### config.mk
export PLATFORM = sky130hd
export DESIGN_NAME = sinc3_decim_ctrl_flat
export DESIGN_NICKNAME = d
export VERILOG_FILES = /design/src/rtl/sinc3_pkg.sv /design/src/rtl/sinc3_decim_ctrl_if.sv /design/src/rtl/sinc3_decim_fifo.sv /design/src/rtl/sinc3_decim_ctrl.sv /design/src/flat_wrapper.sv
export SDC_FILE = /design/constraint.sdc
export NUM_CORES = 1
export LEC_CHECK = 0
export CORE_AREA = 2 2 246 187
export DETAILED_ROUTE_END_ITERATION = 16
export DIE_AREA = 0 0 248 189
export SYNTH_ARGS = -nofsm -noshare
export SYNTH_HDL_FRONTEND = slang
export SYNTH_HIERARCHICAL = 1
export SYNTH_SLANG_ARGS = --single-unit
### constraint.sdc
create_clock -name mclkin -period 10.76 [get_ports mclkin]
set_input_delay 1.614 -clock mclkin [delete_from_list [all_inputs] [get_ports mclkin]]
set_output_delay 1.614 -clock mclkin [all_outputs]
set_load 0.005 [all_outputs]
### src/rtl/sinc3_pkg.sv
// Shared definitions for the sinc3 decimation controller.
//   DATA_W / GAIN_FRAC : sample width and gain fraction bits (Q1.15 gain).
//   PROD_W             : width of the signed offset-corrected product.
//   sat_u16()          : clamp a signed product to the unsigned 16-bit range.
//   dec_rate_legal()   : true for power-of-two decimation rates in 32..4096.
package sinc3_pkg;

    localparam int unsigned DATA_W       = 16;
    localparam int unsigned GAIN_FRAC    = 15;
    localparam int unsigned PROD_W       = 35;
    localparam int unsigned DEC_RATE_MIN = 32;
    localparam int unsigned DEC_RATE_MAX = 4096;

    function automatic logic [DATA_W-1:0] sat_u16(input logic signed [PROD_W-1:0] r);
        logic [DATA_W-1:0] res;
        if (r < 0) begin
            res = '0;
        end else if (r > 35'sd65535) begin
            res = '1;
        end else begin
            res = r[DATA_W-1:0];
        end
        return res;
    endfunction

    function automatic bit dec_rate_legal(input int unsigned rate);
        return (rate >= DEC_RATE_MIN) && (rate <= DEC_RATE_MAX) && ((rate & (rate - 1)) == 0);
    endfunction

endpackage

### src/rtl/sinc3_decim_ctrl_if.sv
// Corrected-sample stream toward the downstream consumer.
//   out_data  : head word of the output buffer (holds its last value when empty)
//   out_valid : buffer not empty
//   out_ready : consumer accepts; a word is popped when out_valid && out_ready
// master = producer (the controller), slave = consumer.
interface sinc3_decim_ctrl_if;
    import sinc3_pkg::*;

    logic [DATA_W-1:0] out_data;
    logic              out_valid;
    logic              out_ready;

    modport master (
        output out_data,
        output out_valid,
        input  out_ready
    );

    modport slave (
        input  out_data,
        input  out_valid,
        output out_ready
    );

endinterface

### src/rtl/sinc3_decim_fifo.sv
// Small synchronous FIFO with a registered head word.
//   clk_i, rst_i    : clock and synchronous active-high reset
//   push_i, wdata_i : write request and data (ignored when full without a pop)
//   pop_i           : read request (ignored when empty)
//   full_o, empty_o : occupancy flags
//   head_o          : registered oldest word; holds its last value when empty
module sinc3_decim_fifo #(
    parameter int unsigned DEPTH = 4,
    parameter int unsigned WIDTH = 16
) (
    input  logic             clk_i,
    input  logic             rst_i,
    input  logic             push_i,
    input  logic [WIDTH-1:0] wdata_i,
    input  logic             pop_i,
    output logic             full_o,
    output logic             empty_o,
    output logic [WIDTH-1:0] head_o
);

    localparam int unsigned AW = (DEPTH > 1) ? $clog2(DEPTH) : 1;
    localparam int unsigned CW = $clog2(DEPTH + 1);
    localparam logic [CW-1:0] CNT_FULL = CW'(DEPTH);

    logic [WIDTH-1:0] mem_q [DEPTH];
    logic [AW-1:0]    wptr_q, wptr_d;
    logic [AW-1:0]    rptr_q, rptr_d;
    logic [CW-1:0]    count_q, count_d;
    logic [CW-1:0]    count_after_pop;
    logic [WIDTH-1:0] head_q, head_d;
    logic             do_push, do_pop;

    assign full_o  = (count_q == CNT_FULL);
    assign empty_o = (count_q == '0);
    assign head_o  = head_q;

    always_comb begin
        do_pop  = pop_i && !empty_o;
        do_push = push_i && (!full_o || do_pop);

        rptr_d  = do_pop  ? rptr_q + AW'(1) : rptr_q;
        wptr_d  = do_push ? wptr_q + AW'(1) : wptr_q;

        count_after_pop = do_pop ? count_q - CW'(1) : count_q;
        count_d         = do_push ? count_after_pop + CW'(1) : count_after_pop;

        // The head is either the word being written into an (effectively) empty
        // buffer, or the already-stored word at the new read pointer.
        head_d = head_q;
        if (do_push && (count_after_pop == '0)) begin
            head_d = wdata_i;
        end else if (count_after_pop != '0) begin
            head_d = mem_q[rptr_d];
        end
    end

    always_ff @(posedge clk_i) begin
        if (rst_i) begin
            wptr_q  <= '0;
            rptr_q  <= '0;
            count_q <= '0;
            head_q  <= '0;
        end else begin
            wptr_q  <= wptr_d;
            rptr_q  <= rptr_d;
            count_q <= count_d;
            head_q  <= head_d;
        end
    end

    always_ff @(posedge clk_i) begin
        if (do_push) begin
            mem_q[wptr_q] <= wdata_i;
        end
    end

endmodule

### src/rtl/sinc3_decim_ctrl.sv
// Decimation timing, capture, settling, offset/gain correction and output
// buffering for a sinc3 decimation filter.
//   mclkin, rst       : modulator clock and synchronous active-high reset
//   run_i             : enable; low stops the divider and clears settling
//   word_clk_o        : registered decimated clock to the filter (50% duty)
//   data_in_i         : unsigned filter output, sampled CAPTURE_DLY cycles into a period
//   offset_i, gain_i  : signed offset and unsigned Q1.15 gain, sampled with the data
//   ovf_o, ovf_clr_i  : sticky drop flag and its clear pulse
//   settled_o         : high once the filter's settling words have been discarded
//   ovf_cnt_o         : saturating drop count (only with SINC3_DECIM_OVF_CNT_EN)
//   out_if            : corrected-sample stream (master side)
// Optional feature macro: SINC3_DECIM_OVF_CNT_EN.
module sinc3_decim_ctrl
    import sinc3_pkg::*;
#(
    parameter int unsigned DEC_RATE     = 256,
    parameter int unsigned CAPTURE_DLY  = 2,
    parameter int unsigned SETTLE_WORDS = 4,
    parameter int unsigned FIFO_DEPTH   = 4
) (
    input  logic              mclkin,
    input  logic              rst,
    input  logic              run_i,
    output logic              word_clk_o,
    input  logic [DATA_W-1:0] data_in_i,
    input  logic [DATA_W-1:0] offset_i,
    input  logic [DATA_W-1:0] gain_i,
    output logic              ovf_o,
    input  logic              ovf_clr_i,
    output logic              settled_o,
`ifdef SINC3_DECIM_OVF_CNT_EN
    output logic [7:0]        ovf_cnt_o,
`endif
    sinc3_decim_ctrl_if.master out_if
);

    localparam int unsigned CNT_W = $clog2(DEC_RATE);
    localparam int unsigned SET_W = (SETTLE_WORDS > 0) ? $clog2(SETTLE_WORDS + 1) : 1;
    localparam logic [CNT_W-1:0] HALF_CNT = CNT_W'(DEC_RATE / 2);
    localparam logic [CNT_W-1:0] CAP_CNT  = CNT_W'(CAPTURE_DLY);
    localparam logic [SET_W-1:0] SET_MAX  = SET_W'(SETTLE_WORDS);

    if (!dec_rate_legal(DEC_RATE)) begin : g_bad_dec_rate
        $error("DEC_RATE must be a power of two in 32..4096");
    end

    // Divider and settling
    logic [CNT_W-1:0] cnt_q, cnt_d;
    logic             word_clk_q, word_clk_d;
    logic [SET_W-1:0] settle_q, settle_d;
    logic             settled_q, settled_d;
    logic             strobe, keep;

    // Correction pipeline
    logic signed [17:0]       diff;
    logic signed [PROD_W-1:0] diff_x, gain_x;
    logic signed [PROD_W-1:0] prod_q, prod_d;
    logic                     s1_vld_q, s1_vld_d;
    logic [DATA_W-1:0]        word_q, word_d;
    logic                     push_q, push_d;

    // Output buffer and overflow
    logic              fifo_full, fifo_empty, fifo_push, pop, drop;
    logic [DATA_W-1:0] fifo_head;
    logic              ovf_q, ovf_d;

    always_comb begin
        strobe = run_i && (cnt_q == CAP_CNT);
        keep   = strobe && (settle_q == SET_MAX);

        // Counter stops at zero while idle so the next run starts a fresh period.
        cnt_d      = run_i ? cnt_q + CNT_W'(1) : '0;
        word_clk_d = run_i && (cnt_q < HALF_CNT);

        settle_d = settle_q;
        if (!run_i) begin
            settle_d = '0;
        end else if (strobe && (settle_q != SET_MAX)) begin
            settle_d = settle_q + SET_W'(1);
        end
        settled_d = run_i && (settle_d == SET_MAX);

        // Offset first in 18 bits so unsigned data minus a negative offset cannot wrap.
        diff   = $signed({2'b00, data_in_i}) - $signed({{2{offset_i[DATA_W-1]}}, offset_i});
        diff_x = {{(PROD_W - 18){diff[17]}}, diff};
        gain_x = {{(PROD_W - DATA_W){1'b0}}, gain_i};
        prod_d   = keep ? diff_x * gain_x : prod_q;
        s1_vld_d = keep;

        push_d = s1_vld_q;
        word_d = s1_vld_q ? sat_u16(prod_q >>> GAIN_FRAC) : word_q;

        pop       = !fifo_empty && out_if.out_ready;
        // A pop in the same cycle frees the slot, so a full buffer still accepts.
        fifo_push = push_q && (!fifo_full || pop);
        drop      = push_q && fifo_full && !pop;

        ovf_d = ovf_q;
        if (drop) begin
            ovf_d = 1'b1;
        end else if (ovf_clr_i) begin
            ovf_d = 1'b0;
        end
    end

    always_ff @(posedge mclkin) begin
        if (rst) begin
            cnt_q      <= '0;
            word_clk_q <= 1'b0;
            settle_q   <= '0;
            settled_q  <= 1'b0;
            prod_q     <= '0;
            s1_vld_q   <= 1'b0;
            word_q     <= '0;
            push_q     <= 1'b0;
            ovf_q      <= 1'b0;
        end else begin
            cnt_q      <= cnt_d;
            word_clk_q <= word_clk_d;
            settle_q   <= settle_d;
            settled_q  <= settled_d;
            prod_q     <= prod_d;
            s1_vld_q   <= s1_vld_d;
            word_q     <= word_d;
            push_q     <= push_d;
            ovf_q      <= ovf_d;
        end
    end

`ifdef SINC3_DECIM_OVF_CNT_EN
    logic [7:0] ovf_cnt_q, ovf_cnt_d;

    always_comb begin
        ovf_cnt_d = ovf_cnt_q;
        if (drop) begin
            // A clear coinciding with a drop still counts that drop.
            if (ovf_clr_i) begin
                ovf_cnt_d = 8'd1;
            end else if (ovf_cnt_q != 8'hFF) begin
                ovf_cnt_d = ovf_cnt_q + 8'd1;
            end
        end else if (ovf_clr_i) begin
            ovf_cnt_d = '0;
        end
    end

    always_ff @(posedge mclkin) begin
        if (rst) begin
            ovf_cnt_q <= '0;
        end else begin
            ovf_cnt_q <= ovf_cnt_d;
        end
    end

    assign ovf_cnt_o = ovf_cnt_q;
`endif

    sinc3_decim_fifo #(
        .DEPTH (FIFO_DEPTH),
        .WIDTH (DATA_W)
    ) u_fifo (
        .clk_i   (mclkin),
        .rst_i   (rst),
        .push_i  (fifo_push),
        .wdata_i (word_q),
        .pop_i   (pop),
        .full_o  (fifo_full),
        .empty_o (fifo_empty),
        .head_o  (fifo_head)
    );

    assign word_clk_o       = word_clk_q;
    assign settled_o        = settled_q;
    assign ovf_o            = ovf_q;
    assign out_if.out_data  = fifo_head;
    assign out_if.out_valid = !fifo_empty;

endmodule

### src/flat_wrapper.sv
// flat-port wrapper written by rule: the top's interface ports become plain ports
module sinc3_decim_ctrl_flat import sinc3_pkg::*;
#(
    parameter int unsigned DEC_RATE     = 256,
    parameter int unsigned CAPTURE_DLY  = 2,
    parameter int unsigned SETTLE_WORDS = 4,
    parameter int unsigned FIFO_DEPTH   = 4
)
  (mclkin, rst, run_i, word_clk_o, data_in_i, offset_i, gain_i, ovf_o, ovf_clr_i, settled_o, out_if_out_data, out_if_out_valid, out_if_out_ready);
  sinc3_decim_ctrl_if out_if_i ();
  input  logic mclkin;
  input  logic rst;
  input  logic run_i;
  output logic word_clk_o;
  input  logic [DATA_W-1:0] data_in_i;
  input  logic [DATA_W-1:0] offset_i;
  input  logic [DATA_W-1:0] gain_i;
  output logic ovf_o;
  input  logic ovf_clr_i;
  output logic settled_o;
  output wire logic [$bits(out_if_i.out_data)-1:0] out_if_out_data;
  output wire logic [$bits(out_if_i.out_valid)-1:0] out_if_out_valid;
  input wire logic [$bits(out_if_i.out_ready)-1:0] out_if_out_ready;
  assign out_if_out_data = out_if_i.out_data;
  assign out_if_out_valid = out_if_i.out_valid;
  assign out_if_i.out_ready = out_if_out_ready;
  sinc3_decim_ctrl #(.DEC_RATE(DEC_RATE), .CAPTURE_DLY(CAPTURE_DLY), .SETTLE_WORDS(SETTLE_WORDS), .FIFO_DEPTH(FIFO_DEPTH)) u_core (.mclkin(mclkin), .rst(rst), .run_i(run_i), .word_clk_o(word_clk_o), .data_in_i(data_in_i), .offset_i(offset_i), .gain_i(gain_i), .ovf_o(ovf_o), .ovf_clr_i(ovf_clr_i), .settled_o(settled_o), .out_if(out_if_i));
endmodule
==> flow_metrics.env <==
export IMPL_status="complete, no violations"
export IMPL_max_stage_delay_ns=0.75
export IMPL_worst_slack_ns=0.8030
export IMPL_multi_input_comb_area_um2=12380
export IMPL_drc=0
export IMPL_drive_gt1_frac=0.04692
export IMPL_n_antenna_cell=0
export IMPL_fillers=4236
export IMPL_crit_path_top_delay_cell="xnor2_1"
export IMPL_critical_path_max_fanout=9
export IMPL_grt_pass1_vias=13672
export IMPL_die_h_um=189
export IMPL_ys_seq_area_frac=0.1939
export IMPL_final_util=0.4396
export IMPL_drt_iter0_markers=636
export IMPL_seq_area_um2=3423
export IMPL_ant_nets=0
export IMPL_rsz0062_at_grt="false"
export IMPL_post_synth_num_cell_types=83
export IMPL_hold_buffers=0
export IMPL_synth_top_cell_area_share=0.3244
export IMPL_dr_pass1_iters=5
export IMPL_setup_tns_ns=0
export IMPL_tightest_slew_ns=1.157
export IMPL_ys_flop_type="dfxtp_1"
export IMPL_syn_inst=1869
export IMPL_grt_pass1_wl_um=69110
export IMPL_die_w_um=248
export IMPL_place_gp_congestion=0.8175
export IMPL_htreeDepth=4
export IMPL_vias=12490
export IMPL_start_util=0.3980
export IMPL_cts_sinks=139
export IMPL_place_hpwl_um=30930
export IMPL_period_minus_slack_ns=9.957
export IMPL_ys_ff_latch=139
export IMPL_cts_setup_buffers=0
export IMPL_yosys_cell_count_top_type="inv_1"
export IMPL_arrival_ns=10.26
export IMPL_worstSetupStartpointType="input pin"
export IMPL_io_buffers=72
export IMPL_area_growth_synth_to_final_pct=10.43
export IMPL_die_area_um2=46870
export IMPL_synth_edf_count=64
export IMPL_cts_tree="built"
export IMPL_synth_area_leaders="fa_1 (32%), edfxtp_1 (11%), dfxtp_1 (8.5%)"
export IMPL_core_um2=44350
export IMPL_fin_nets=2362
export IMPL_routed_via_density=4.988
export IMPL_routedWlPerCell_um=16.04
export IMPL_reg2reg_slack_ns=6.87
export IMPL_cp_data_required_time_ns=11.06
export IMPL_row_count=67
export IMPL_antenna_found_initial=0
export IMPL_preCtsSetupSlack_ns=0.4021
export IMPL_yosysTopAreaCell="fa_1"
export IMPL_cts_made_buffers=17
export IMPL_async_flop_share=0
export IMPL_hold_class="reg -> reg"
export IMPL_max_freq_mhz=100.4
export IMPL_drv_slew=0
export IMPL_hold_viol_final=0
export IMPL_ys_top_cells_by_count="inv_1 (393), fa_1 (286), nand2_1 (230)"
export IMPL_clock_skew_ns=0.01013
export IMPL_drv_cap=0
export IMPL_slew_headroom=0.2288
export IMPL_ctsResizeCount=0
export IMPL_overflow=0
export IMPL_grt_usage=0.1853
export IMPL_synth_fp_nets=2326
export IMPL_clock_latency_ns=0.42
export IMPL_syn_mean_instance_area_um2=9.445
export IMPL_clkTransAtPathRegs_ns=0.06
export IMPL_cts_root_buf="clkbuf_16"
export IMPL_ios=73
export IMPL_routed_wl_um=40160
export IMPL_grt_max_degree=34
export IMPL_yosys_warnings=6
export IMPL_fin_crit_sh=0.9254
export IMPL_syn_area_um2=17650
export IMPL_finalSetupViolCount=0
export IMPL_cp_common_cell="fa_1"
export IMPL_worstSetupEndpointType="flop"
export IMPL_critPathKind="in -> reg"
export IMPL_clockBufferDepth=2
==> critical path: cells and delay by family <==
kind                     cells  cell delay, ns
adder cells (fa/ha/maj)      8            3.53
AND/OR/NAND/NOR              4            0.48
buffers and inverters        7            1.15
XOR/XNOR                     2            1.02
AO/OA/AOI/OAI               10            2.45
==> metrics by stage <==
| step | hold WS (ns) | std cells | cell area, um^2 |
|---|---|---|---|
| floorplan | 0.4183 | 1869 | 17650 |
| global placement | 0.4373 | 2472 | 18890 |
| detailed placement | 0.4408 | 2472 | 18890 |
| CTS | 0.4540 | 2504 | 19490 |
| global route | 0.4798 | 2504 | 19490 |
| finish | 0.4508 | 2504 | 19490 |
==> worst paths after layout <==
kind | start | to | cells after the start
worst max-delay path | offset_i[1] | u_core/prod_q[27]$_SDFFE_PP0P_ | 31
worst min-delay path | u_core/prod_q[31]$_SDFFE_PP0P_ | u_core/prod_q[31]$_SDFFE_PP0P_ | 2
worst max register to register | u_core/u_fifo/count_q[0]$_SDFF_PP0_ | u_core/u_fifo/head_o[14]$_SDFFE_PP0P_ | 17
worst min register to register | u_core/prod_q[31]$_SDFFE_PP0P_ | u_core/prod_q[31]$_SDFFE_PP0P_ | 2
==> state kept, by name, indices dropped and copies added, names as in the netlist, 2 cells and up <==
signal                 cells
u_core/u_fifo/mem_q       64
u_core/u_fifo/rptr_q       2
u_core/u_fifo/head_o      16
u_core/u_fifo/wptr_q       2
u_core/settle_q            3
u_core/cnt_q               8
u_core/word_q             16
u_core/u_fifo/count_q      3
u_core/prod_q             20
==> placed cells by master, fill, tap and decap left out, drive strengths merged, types with 7 or more instances in the layout <==
| master | synthesis | layout |
|---|---|---|
| nand3 | 15 | 15 |
| xnor2 | 35 | 35 |
| o21ai | 29 | 29 |
| nand2b | 14 | 14 |
| ha | 118 | 118 |
| nor2b | 29 | 29 |
| buf | 25 | 22 |
| clkdlybuf4s50 | 0 | 71 |
| and3 | 26 | 26 |
| o21a | 19 | 19 |
| a21oi | 36 | 36 |
| xor2 | 17 | 17 |
| edfxtp | 64 | 64 |
| nor3 | 17 | 17 |
| a211oi | 26 | 26 |
| clkbuf | 51 | 19 |
| nand2 | 232 | 232 |
| or3 | 7 | 7 |
| nor2 | 92 | 92 |
| fa | 286 | 286 |
| mux2i | 34 | 34 |
| a311oi | 16 | 16 |
| a21o | 32 | 32 |
| dfxtp | 75 | 75 |
| inv | 394 | 395 |
| and2 | 108 | 108 |
==> routing by layer <==
metal | vias to the layer above | track usage | share of wire
li1 | 5902 | - | -
met1 | 6270 | 0.2629 | 0.47
met2 | 278 | 0.3047 | 0.47
met3 | 40 | 0.02225 | 0.043
met4 | 0 | 0.03915 | 0.014
met5 | - | 0 | 0
==> kinds of logic (layout without fill, tap and decap cells) <==
logic type                 count (synthesis)  count (layout)  share of synthesized area
AOI/OAI and AO/OA                        205             205                    0.08974
and+or+nand+nor                          561             561                     0.1549
xor gates and xnor gates                  52              52                    0.02580
DFF                                      139             139                     0.1939
muxes                                     34              34                    0.01928
buffers and inverters                    470             519                     0.1060
adders and majority gates                408             408                     0.4103
==> cell type report <==
| class | instances | share of cell area |
|---|---|---|
| multi-input combinational | 1260 | 0.6350 |
| sequential | 139 | 0.1756 |
| inverter | 394 | 0.07599 |
| timing repair buffer | 93 | 0.04480 |
| tap | 586 | 0.03761 |
| clock buffer | 19 | 0.02221 |
| clock inverter | 13 | 0.008729 |
Power is left out: the tool's default activity adds up to more than one toggle a clock period on the data nets, which glitch-free logic cannot reach.
==> edit: new RTL, same flow settings <==
Add an input register stage for `offset_i`; this delays it by one clock. The other inputs are not delayed to match.
--- a/src/rtl/sinc3_decim_ctrl.sv
+++ b/src/rtl/sinc3_decim_ctrl.sv
@@ -42,2 +42,8 @@
 
+    logic [DATA_W-1:0] offset_q;
+
+    always_ff @(posedge mclkin) begin
+        offset_q <= offset_i;
+    end
+
     if (!dec_rate_legal(DEC_RATE)) begin : g_bad_dec_rate
@@ -83,3 +89,3 @@
         // Offset first in 18 bits so unsigned data minus a negative offset cannot wrap.
-        diff   = $signed({2'b00, data_in_i}) - $signed({{2{offset_i[DATA_W-1]}}, offset_i});
+        diff   = $signed({2'b00, data_in_i}) - $signed({{2{offset_q[DATA_W-1]}}, offset_q});
         diff_x = {{(PROD_W - 18){diff[17]}}, diff};
Formal check against the unedited RTL: no difference found for any inputs over 10 cycles, from zero or initial values and one cycle with rst high; that may be too few to reach the edited logic, so the function may still have changed.
==> edit against the unedited design <==
Count of clock-buffer cells in the layout shrank 2. Wire length up 7.1%. Utilization up 1.4 points. Synthesized area up 3.7%. Cell area is 3.1% higher. Worst setup slack better by 0.012 ns. Sequential cell count up 16. Cell count increased by 2.6%. Critical path type unchanged. Highest routed layer unchanged.
Power is not shown: default switching activity piles up to over one toggle a cycle in this logic, so the estimate is an artifact.
==> edit: results (changes against the unedited design) <==
detailed_routing:
  routed-via-count: 13272  # +6.3%
  dr_wl_met2_um: 19600  # +2.9%
  wl_per_cell_um: 16.8  # +4.4%
  wl_met1_um: 20100  # +6.9%
  wl_met3_um: 2570  # +49%
  drtIter0Drc: 934  # +47%
timing:
  worstMarginPinSlew_ns: 1.24  # +0.0815 ns
  fin_skew_ns: 0.0138  # +0.00364 ns
  worst_slack_ns: 0.815  # +0.0123 ns
grt:
  grt_start_max_net_pins: 64  # +88%
  grt_pass1_wl_um: 72400  # +4.7%
  grt_pass1_vias: 13740  # +0.50%
  grt.met2_usage_pct: 30.8  # +0.35 points
  grt_use_met3_pct: 3.27  # +1.0 points
  groute.usage.overall_pct: 19.7  # +1.2 points
  use_met1_pct: 28.5  # +2.2 points
  antenna_found_initial: 0  # unchanged
setup_path:
  critPathMaxFanout: 11  # +2
  cpPeakStageDelay_ns: 0.59  # -0.16 ns
  crit_family: "adder cells"
  crit_start: "data_in_i[0]"
  r2r_cells: 29  # +12
  endpoint_kind: "register"
  r2r-end: "u_core/prod_q[32]$_SDFFE_PP0P_"
  r2r_setup_slack_ns: 2.13  # -4.74 ns
  slowest_stage: "fa_1"
  worstPathArrival_ns: 10.28  # +0.02 ns
  r2r-start: "u_core/offset_q[1]$_DFF_P_"
cells_and_area:
  reg.largest.list: "u_core/u_fifo/mem_q: 64 flops, u_core/prod_q: 20 flops"
  drive_gt1_share_pct: 4.84  # +0.15 points
  fill_cells: 4221  # -0.35%
  instances_no_fill: 2568  # +2.6%
  diodes: 0  # unchanged
logic_synthesis:
  synth_edf_count: 64  # unchanged
  yosys-top-cells-count: "inv_1, fa_1, nand2_1, ha_1, and2_1"
  async_reset_ff_share_pct: 0  # unchanged
  yosys_warnings: 6  # unchanged
  synth.yosys.seq_area_share_pct: 20.5  # +1.1 points
  syn-instance-count: 1947  # +4.2%
  synth_nets: 2404  # +3.4%
  synth_cell_types: 79  # -4.8%
  ys.flop_type: "dfxtp_1"
  ys_top_cells_by_area: "fa_1, edfxtp_1, dfxtp_1"
placement:
  pre_cts_slack_ns: 0.525  # +0.123 ns
  hpwlAfterDp_um: 32600  # +5.4%
  dpl.cell_count: 2536  # +2.6%
  io_buffers: 72  # unchanged
  gp_congestion: 0.835  # +2.1%
  placed_cell_area_um2: 19500  # +3.4%
clock_tree:
  htreeDepth: 4  # unchanged
  clkLatencyLatePin_ns: 0.45  # +0.03 ns
  clockBufferDepth: 2  # unchanged
  cts_setup_buffers: 0  # unchanged
min_path:
  worstHoldPathType: "reg -> reg"
outcome:
  outcome: "finished clean"
## edit: cell types whose count changed after synthesis, sizes merged, moves of 12 or more
cell / delta
and3: +30
a211oi: +23
clkbuf: +16
o22ai: +15
a21oi: +12
o32a: +15
a21o: -22
nand3: +21
dfxtp: +16
o31ai: +12
nand2: -34
a311oi: -13
## edit: worst min-delay path by stage
stage	endpoint	cells past startpoint	slack, ns	startpoint
global placement	u_core/cnt_q[0]$_SDFF_PP0_	1	0.44	u_core/cnt_q[0]$_SDFF_PP0_
floorplan	u_core/word_clk_o$_SDFF_PP0_	1	0.42	u_core/cnt_q[7]$_SDFF_PP0_
detailed placement	u_core/prod_q[26]$_SDFFE_PP0P_	2	0.45	u_core/prod_q[26]$_SDFFE_PP0P_
finish	u_core/prod_q[21]$_SDFFE_PP0P_	2	0.46	u_core/prod_q[21]$_SDFFE_PP0P_
global route	u_core/prod_q[30]$_SDFFE_PP0P_	2	0.48	u_core/prod_q[30]$_SDFFE_PP0P_
CTS	u_core/prod_q[26]$_SDFFE_PP0P_	2	0.46	u_core/prod_q[26]$_SDFFE_PP0P_
## edit: final cells by class
cell class | count | area, um2 | share of cell area [%]
Multi-Input combinational cell | 1294 | 12600 | 62.7
Clock buffer | 17 | 425 | 2.12
Inverter | 400 | 1500 | 7.47
Tap cell | 586 | 733 | 3.65
Timing Repair Buffer | 101 | 938 | 4.67
Sequential cell | 155 | 3740 | 18.6
Clock inverter | 15 | 154 | 0.766
## edit: cell families (layout without fill, tap and decap cells)
family | after synthesis | count (layout) | synth area share, %
simple gates | 557 | 557 | 15.3
buf+inv | 498 | 533 | 10.7
fa+ha+maj | 407 | 407 | 39.5
compound gates | 241 | 241 | 9.20
flops | 155 | 155 | 20.5
xor+xnor | 51 | 51 | 2.63
mux | 38 | 38 | 2.15
